File: config.mk
export PLATFORM = sky130hd
export DESIGN_NAME = move_buffer_writer
export DESIGN_NICKNAME = d
export VERILOG_FILES = /design/src/rtl/move_buffer_writer.sv
export SDC_FILE = /design/constraint.sdc
export NUM_CORES = 1
export LEC_CHECK = 0
export BUFFER_PORTS_ARGS = -buffer_cell sky130_fd_sc_hd__buf_2
export CELL_PAD_IN_SITES_DETAIL_PLACEMENT = 1
export CELL_PAD_IN_SITES_GLOBAL_PLACEMENT = 2
export CORE_ASPECT_RATIO = 1.5
export CORE_MARGIN = 8
export CORE_UTILIZATION = 30
export DETAILED_ROUTE_END_ITERATION = 12
export PLACE_DENSITY = 0.64
export SYNTH_ARGS = -nofsm -noshare
export SYNTH_HDL_FRONTEND = slang
export SYNTH_HIERARCHICAL = 1
export SYNTH_SLANG_ARGS = --single-unit
File: constraint.sdc
create_clock -name clk -period 2.2 [get_ports clk]
set_input_delay 0.11 -clock clk [delete_from_list [all_inputs] [get_ports clk]]
set_output_delay 0.11 -clock clk [all_outputs]
set_load 0.01 [all_outputs]
File: src/rtl/move_buffer_writer.sv
// Producer side of the move-buffer toggle handshake: fills a ring of move slots,
// publishes each by flipping its stepready bit, and frees slots on move_done toggles.

module move_buffer_slot #(
    parameter int move_duration_bits = 32,
    parameter int increment_bits     = 64
) (
    input  logic                          clk,
    input  logic                          resetn,
    input  logic                          wr_en,
    input  logic                          fin_en,
    input  logic [move_duration_bits-1:0] wr_duration,
    input  logic [increment_bits-1:0]     wr_increment,
    output logic [move_duration_bits-1:0] duration,
    output logic [increment_bits-1:0]     increment,
    output logic                          stepready,
    output logic                          slotfinished
);

    // Data and publish toggle change on the same edge so the consumer never
    // observes a flipped stepready bit alongside stale payload.
    always_ff @(posedge clk or negedge resetn) begin
        if (!resetn) begin
            duration     <= '0;
            increment    <= '0;
            stepready    <= 1'b0;
            slotfinished <= 1'b0;
        end else begin
            if (wr_en) begin
                duration  <= wr_duration;
                increment <= wr_increment;
                stepready <= ~stepready;
            end
            if (fin_en)
                slotfinished <= ~slotfinished;
        end
    end

endmodule

module move_buffer_writer #(
    parameter int buffer_bits        = 2,
    parameter int buffer_size        = 4,   // must equal 2**buffer_bits
    parameter int move_duration_bits = 32,
    parameter int increment_bits     = 64
) (
    input  logic                          clk,
    input  logic                          resetn,
    input  logic                          cmd_valid,
    output logic                          cmd_ready,
    input  logic [move_duration_bits-1:0] cmd_duration,
    input  logic [increment_bits-1:0]     cmd_increment,
    input  logic [buffer_bits-1:0]        moveind,
    input  logic                          move_done,
    output logic [buffer_size-1:0]        stepready,
    output logic [move_duration_bits-1:0] move_duration,
    output logic [increment_bits-1:0]     increment,
    output logic [buffer_bits-1:0]        writeind,
    output logic [buffer_bits:0]          occupancy,
    output logic                          buffer_full,
    output logic                          buffer_empty,
    output logic                          protocol_err
);

    logic [buffer_bits-1:0]                         readind;
    logic                                           move_done_r;
    logic [buffer_size-1:0]                         slotfinished;
    logic [buffer_size-1:0][move_duration_bits-1:0] slot_duration;
    logic [buffer_size-1:0][increment_bits-1:0]     slot_increment;

    logic accept;
    logic done_evt;
    logic done_ok;

    assign buffer_full  = (occupancy == (buffer_bits+1)'(buffer_size));
    assign buffer_empty = (occupancy == '0);
    assign cmd_ready    = ~buffer_full;
    assign accept       = cmd_valid & cmd_ready;
    assign done_evt     = move_done ^ move_done_r;
    assign done_ok      = done_evt & ~buffer_empty;

    for (genvar g = 0; g < buffer_size; g++) begin : g_slot
        move_buffer_slot #(
            .move_duration_bits(move_duration_bits),
            .increment_bits    (increment_bits)
        ) u_slot (
            .clk         (clk),
            .resetn      (resetn),
            .wr_en       (accept  && (writeind == buffer_bits'(g))),
            .fin_en      (done_ok && (readind  == buffer_bits'(g))),
            .wr_duration (cmd_duration),
            .wr_increment(cmd_increment),
            .duration    (slot_duration[g]),
            .increment   (slot_increment[g]),
            .stepready   (stepready[g]),
            .slotfinished(slotfinished[g])
        );
    end

    assign move_duration = slot_duration[moveind];
    assign increment     = slot_increment[moveind];

    // Indices wrap naturally because buffer_size is a power of two.
    always_ff @(posedge clk or negedge resetn) begin
        if (!resetn) begin
            writeind     <= '0;
            readind      <= '0;
            occupancy    <= '0;
            move_done_r  <= 1'b0;
            protocol_err <= 1'b0;
        end else begin
            move_done_r <= move_done;
            if (accept)
                writeind <= writeind + buffer_bits'(1);
            if (done_ok)
                readind <= readind + buffer_bits'(1);
            if (done_evt && buffer_empty)
                protocol_err <= 1'b1;
            case ({accept, done_ok})
                2'b10:   occupancy <= occupancy + (buffer_bits+1)'(1);
                2'b01:   occupancy <= occupancy - (buffer_bits+1)'(1);
                default: occupancy <= occupancy;
            endcase
        end
    end

endmodule
=== Word level (Yosys, flattened, before mapping) ===
Index checks and enable logic that the tools add are counted.
W data, S select, Z words.

* Memory bits (read-only): 0
* Memories kept: 0
* Register bits after elaboration: 395
* Bits in writable memories: 0
* Bits in latches: 0
* Input port bits: 102
* Output and inout port bits: 109
* Logic and storage cells: 48

* Div/mod/pow operators: 0
* Multipliers: 0
* Add/subtract/negate cells: 3
* Bitwise logic cells: 9
* Equal/unequal tests: 6
* Shifts and indexed selects: 0
* Multiplexer cells: 5
* $lt $le $gt $ge: 1
* Reductions and logical operators: 8

{| class="wikitable"
|+ Operators with widths
! cell !! number
|-
| $bmux W64 S2 || 1
|-
| $bmux W32 S2 || 1
|-
| $mux W64 || 1
|-
| $mux W32 || 1
|-
| $eq A2 B2 Y1 const B || 3
|-
| $not A1 Y1 || 6
|-
| $pmux W3 S2 || 1
|-
| $logic_and A1 B1 Y1 || 5
|-
| $eq A2 B1 Y1 const B || 2
|-
| $add A3 B1 Y3 const B || 1
|-
| $eq A3 B3 Y1 const B || 1
|-
| $logic_not A3 Y1 || 1
|-
| $lt A2 B3 Y1 const B || 1
|-
| $sub A3 B1 Y3 const B || 1
|-
| $add A2 B1 Y2 const B || 1
|-
| $and A1 B1 Y1 || 2
|-
| $logic_not A2 Y1 || 1
|-
| $reduce_bool A2 Y1 || 1
|-
| $xor A1 B1 Y1 || 1
|}

=== Longest topological paths before layout ===
* Depth in word-level cells: 5
* Mapped depth: 11
* Mapped depth without buffers: 11

=== Hierarchy ===
The synthesis kept the hierarchy.

{| class="wikitable"
|+ Modules (own cells, without submodules)
! module !! area each (sq um) !! instances !! cells an instance !! seq. area each (sq um)
|-
| move_buffer_slot || 3749.8 || 4 || 207 || 2452.4
|-
| move_buffer_writer || 2896.5 || 1 || 171 || 225.2
|}

=== Worst setup path before layout ===
No wires, ideal clock.

* Path type: reg2reg
* Start point: register occupancy[0]
* End point: register occupancy[2]
* Period minus slack after synthesis: 2040 ps
* Setup time: 79 ps
* Slack: 160 ps
* Arrival: 1961 ps
* Data required time: 2121 ps
* Buffers on the path: 0
* Cell stages (with the launch flop): 12
* Cells stage by stage: dfrtp_1 > inv_1 > nand3_1 > inv_1 > nor2b_4 > inv_1 > ha_1 > inv_1 > fa_1 > xor2_1 > nor2_1 > xor2_1

* Cells in the longest elaborated chain, start to end: 5
* Elaborated cells on any way between the ends: 12
* Those cells by class: add/sub: 2; eq/ne: 3; mux: 1; bitwise: 4; reduce/logical: 2

{| class="wikitable"
|+ Ends and longest elaborated chain
! element !! line !! RTL
|-
| from (decl) || 59 || <nowiki>output logic [buffer_bits:0] occupancy,</nowiki>
|-
| from (signal assigned) || 120 || <nowiki>2'b10: occupancy <= occupancy + (buffer_bits+1)'(1);</nowiki>
|-
| from (signal assigned) || 121 || <nowiki>2'b01: occupancy <= occupancy - (buffer_bits+1)'(1);</nowiki>
|-
| from (signal assigned) || 122 || <nowiki>default: occupancy <= occupancy;</nowiki>
|-
| $eq A3 B3 Y1 * || 75 || <nowiki>assign buffer_full = (occupancy == (buffer_bits+1)'(buffer_size));</nowiki>
|-
| $not A1 Y1 * || 77 || <nowiki>assign cmd_ready = ~buffer_full;</nowiki>
|-
| named net cmd_ready || 50 || <nowiki>output logic cmd_ready,</nowiki>
|-
| $and A1 B1 Y1 * || 78 || <nowiki>assign accept = cmd_valid & cmd_ready;</nowiki>
|-
| $eq A2 B1 Y1 or $eq A2 B2 Y1 (tied branches) || 119 || <nowiki>case ({accept, done_ok})</nowiki>
|-
| $pmux W3 S2 or $reduce_bool A2 Y1 (tied branches) || n/a ||
|}

The timed path passes the listed nets; every way through them passes the cells marked *.
A chain may end at the register's enable or synchronous reset.

=== Worst setup path after layout ===
* Start point: register occupancy[0]
* End point: register g_slot[1].u_slot.duration[31]

* Cells in the longest elaborated chain, start to end: 4

{| class="wikitable"
|+ Ends and longest elaborated chain
! element !! line !! RTL
|-
| $eq A3 B3 Y1 || 75 ||
|-
| $not A1 Y1 || 77 ||
|-
| $and A1 B1 Y1 || 78 ||
|-
| $logic_and A1 B1 Y1 || 89 || <nowiki>.wr_en (accept && (writeind == buffer_bits'(g))),</nowiki>
|-
| to (signal assigned) || 30 || <nowiki>duration <= wr_duration;</nowiki>
|-
| to (decl) || 14 || <nowiki>output logic [move_duration_bits-1:0] duration,</nowiki>
|}

No other way between the ends.

==> load_flow_metrics.sql <==
INSERT INTO impl_metrics (metric_group, metric, value, unit) VALUES
('job', 'cap_viol_max_count', '0', ''),
('placed_design', 'hpwlAfterDp', '29.3', 'mm'),
('global_routing', 'pin_count_of_the_biggest_net_entering_global_routing', '69', ''),
('timing', 'finalSetupViolations', '0', ''),
('final_layout', 'layout_commonest_cell', 'dfrtp_1', ''),
('die', 'io_pins', '211', ''),
('yosys', 'synth.yosys.warnings', '6', ''),
('pwr', 'finalPower', '31.9', 'mW'),
('global_routing', 'grt_antenna_before_repair', '2', ''),
('die', 'design.die.area', '0.0669', 'mm²'),
('final_layout', 'most-common-layout-cells', '395 x dfrtp_1, 265 x mux2_2, 207 x buf_2', ''),
('cts', 'cts_tree', 'yes', ''),
('timing', 'max_freq', '496', 'MHz'),
('setup_path', 'critical_path_required', '2.63', 'ns'),
('timing', 'finalCritPeriodShare', '91.6', '%'),
('detailed_routing', 'drt.antenna.violating_nets', '0', ''),
('cts', 'clockRootBuffer', 'clkbuf_16', ''),
('die', 'coreArea', '0.0585', 'mm²'),
('die', 'total_number_of_placement_rows', '109', ''),
('cts', 'cts_max_level', '2', ''),
('detailed_routing', 'route.detailed.vias_per_inst', '4.65', ''),
('global_routing', 'track_usage', '13.7', '%'),
('final_layout', 'fillCellCount', '5846', ''),
('min_path', 'hold_path.class', 'in2async', ''),
('cts', 'clock_buffer_count_from_cts', '44', ''),
('yosys', 'syn_area_per_cell', '18.0', 'µm²'),
('yosys', 'cell_count_after_synthesis', '977', ''),
('cts', 'cts.sinks', '395', ''),
('yosys', 'synth_nets', '1085', ''),
('timing', 'worstMarginPinSlew', '0.533', 'ns'),
('pwr', 'power.density', '1430', 'mW/mm²'),
('pwr', 'leakage', '9.66', 'nW'),
('detailed_routing', 'final_routed_wire_length_divided_by_cell_count', '20.9', 'µm'),
('die', 'die_width', '214', 'µm'),
('final_layout', 'synthToLayoutAreaGrowth', '27.0', '%'),
('setup_path', 'critical_path_arrival', '2.44', 'ns'),
('timing', 'min_period', '2.02', 'ns'),
('detailed_routing', 'drc', '0', ''),
('timing', 'grt_setup_unrepaired', 'false', ''),
('die', 'initial_utilization', '30.1', '%'),
('setup_path', 'startpoint_type', 'flop', ''),
('final_layout', 'drive_above_1_share', '60.8', '%'),
('setup_path', 'worstSetupEndpointType', 'flop', ''),
('detailed_routing', 'detail_route.wirelength', '44.6', 'mm'),
('setup_path', 'critPathMaxFanout', '43', ''),
('placed_design', 'port_buffers', '210', ''),
('global_routing', 'first_global_vias', '11800', ''),
('timing', 'holdWs', '0.0478', 'ns'),
('cts', 'clockBufferDepth', '3', ''),
('timing', 'final_hold_violating_endpoints', '0', ''),
('detailed_routing', 'detailed_router_iteration_count_before_antenna_repair', '4', ''),
('detailed_routing', 'dr_total_vias', '9931', ''),
('cts', 'cts_post_setup_buffers_inserted', '0', ''),
('final_layout', 'num-nets-final', '1429', ''),
('pwr', 'vdd.ir_drop.worst', '0.000662', 'V'),
('global_routing', 'global_route_wire_length_before_repair', '72.1', 'mm'),
('yosys', 'synthesis.area', '0.0176', 'mm²'),
('global_routing', 'globalRouteOverflowTotal', '0', ''),
('timing', 'fin_skew', '0.0113', 'ns'),
('final_layout', 'finish.utilization', '38.2', '%'),
('setup_path', 'worstSetupPathType', 'reg2reg', ''),
('placed_design', 'routabilityCongestion', '0.691', ''),
('timing', 'setup_tns', '0', 'ns'),
('detailed_routing', 'first_iter_violations', '282', ''),
('die', 'dieHeight', '313', 'µm'),
('run_status', 'status', 'finished, final reports clean', ''),
('cts', 'clk_pin_slew_worst_paths', '0.06', 'ns'),
('timing', 'relative_slew_slack', '64.4', '%'),
('timing', 'final-max-slew-violation-count', '0', ''),
('cts', 'clock_insertion_delay_worst_skew', '0.55', 'ns');
sequential cells by signal (all words and copies together) (netlist names):
| register | cells |
|---|---|
| protocol_err | 1 |
| move_done_r | 1 |
| g_slot.u_slot/duration | 128 |
| g_slot.u_slot/increment | 256 |
| g_slot.u_slot/stepready | 4 |
| occupancy | 3 |
| writeind | 2 |
metrics by stage:
step                      setup WS (ns)  cell area, µm²  cells
after CTS                         0.154           22400   2133
after global routing            0.00657           22400   2135
after detailed placement          0.175           19900   1953
after global placement            0.187           19900   1953
final                             0.185           22400   2135
after floorplan                   0.161           17600    977
worst paths after layout:
check | end | slack [ns] | depth (start not counted) | from
setup / recovery | g_slot[1].u_slot/duration[31] | 0.18 | 7 | occupancy[0]
hold / removal | g_slot[0].u_slot/increment[23] | 0.05 | 2 | resetn
setup reg to reg | g_slot[1].u_slot/duration[31] | 0.18 | 7 | occupancy[0]
hold reg to reg | g_slot[0].u_slot/stepready | 0.46 | 1 | g_slot[0].u_slot/stepready
max in group asynchronous | g_slot[0].u_slot/duration[15] | 1.17 | 4 | resetn
min in group clk | move_done_r | 0.23 | 2 | move_done
critical path: stages (launching register included):
cell and delay, ns:
dfrtp_1 0.43, inv_1 0.11, nand3_1 0.11, inv_1 0.08, nor2b_4 0.20, and2_4 0.22, buf_12 0.29, mux2_2 0.39
layer usage:
| layer | track usage, % | vias up | wire, µm |
|---|---|---|---|
| li1 | - | 4301 | - |
| met1 | 17.5 | 5366 | 18900 |
| met2 | 23.0 | 196 | 22400 |
| met3 | 3.04 | 68 | 2240 |
| met4 | 3.98 | 0 | 1110 |
| met5 | 0 | - | 0 |
layout make-up:
class | instances | area [µm²] | area share (%)
clock inverter | 18 | 164 | 0.733
clock buffer | 63 | 1290 | 5.78
inverter | 8 | 30.0 | 0.134
sequential | 395 | 9880 | 44.2
tap | 777 | 972 | 4.35
timing repair buffer | 364 | 2820 | 12.6
antenna | 2 | 5.00 | 0.0224
multi-input combinational | 508 | 7190 | 32.2
what timing repair did:
action,4_1_cts,5_1_grt
resized for setup,0,0
setup endpoints to repair,0,0
hold buffers,99,0
endpoints found under the hold margin,601,0
where the power goes:
| part | switching, mW | internal [mW] |
|---|---|---|
| logic | 4.33 | 7.28 |
| clock network | 3.04 | 4.34 |
| registers | 1.92 | 11.0 |
Note: power is estimated with default switching activity, not from simulation.
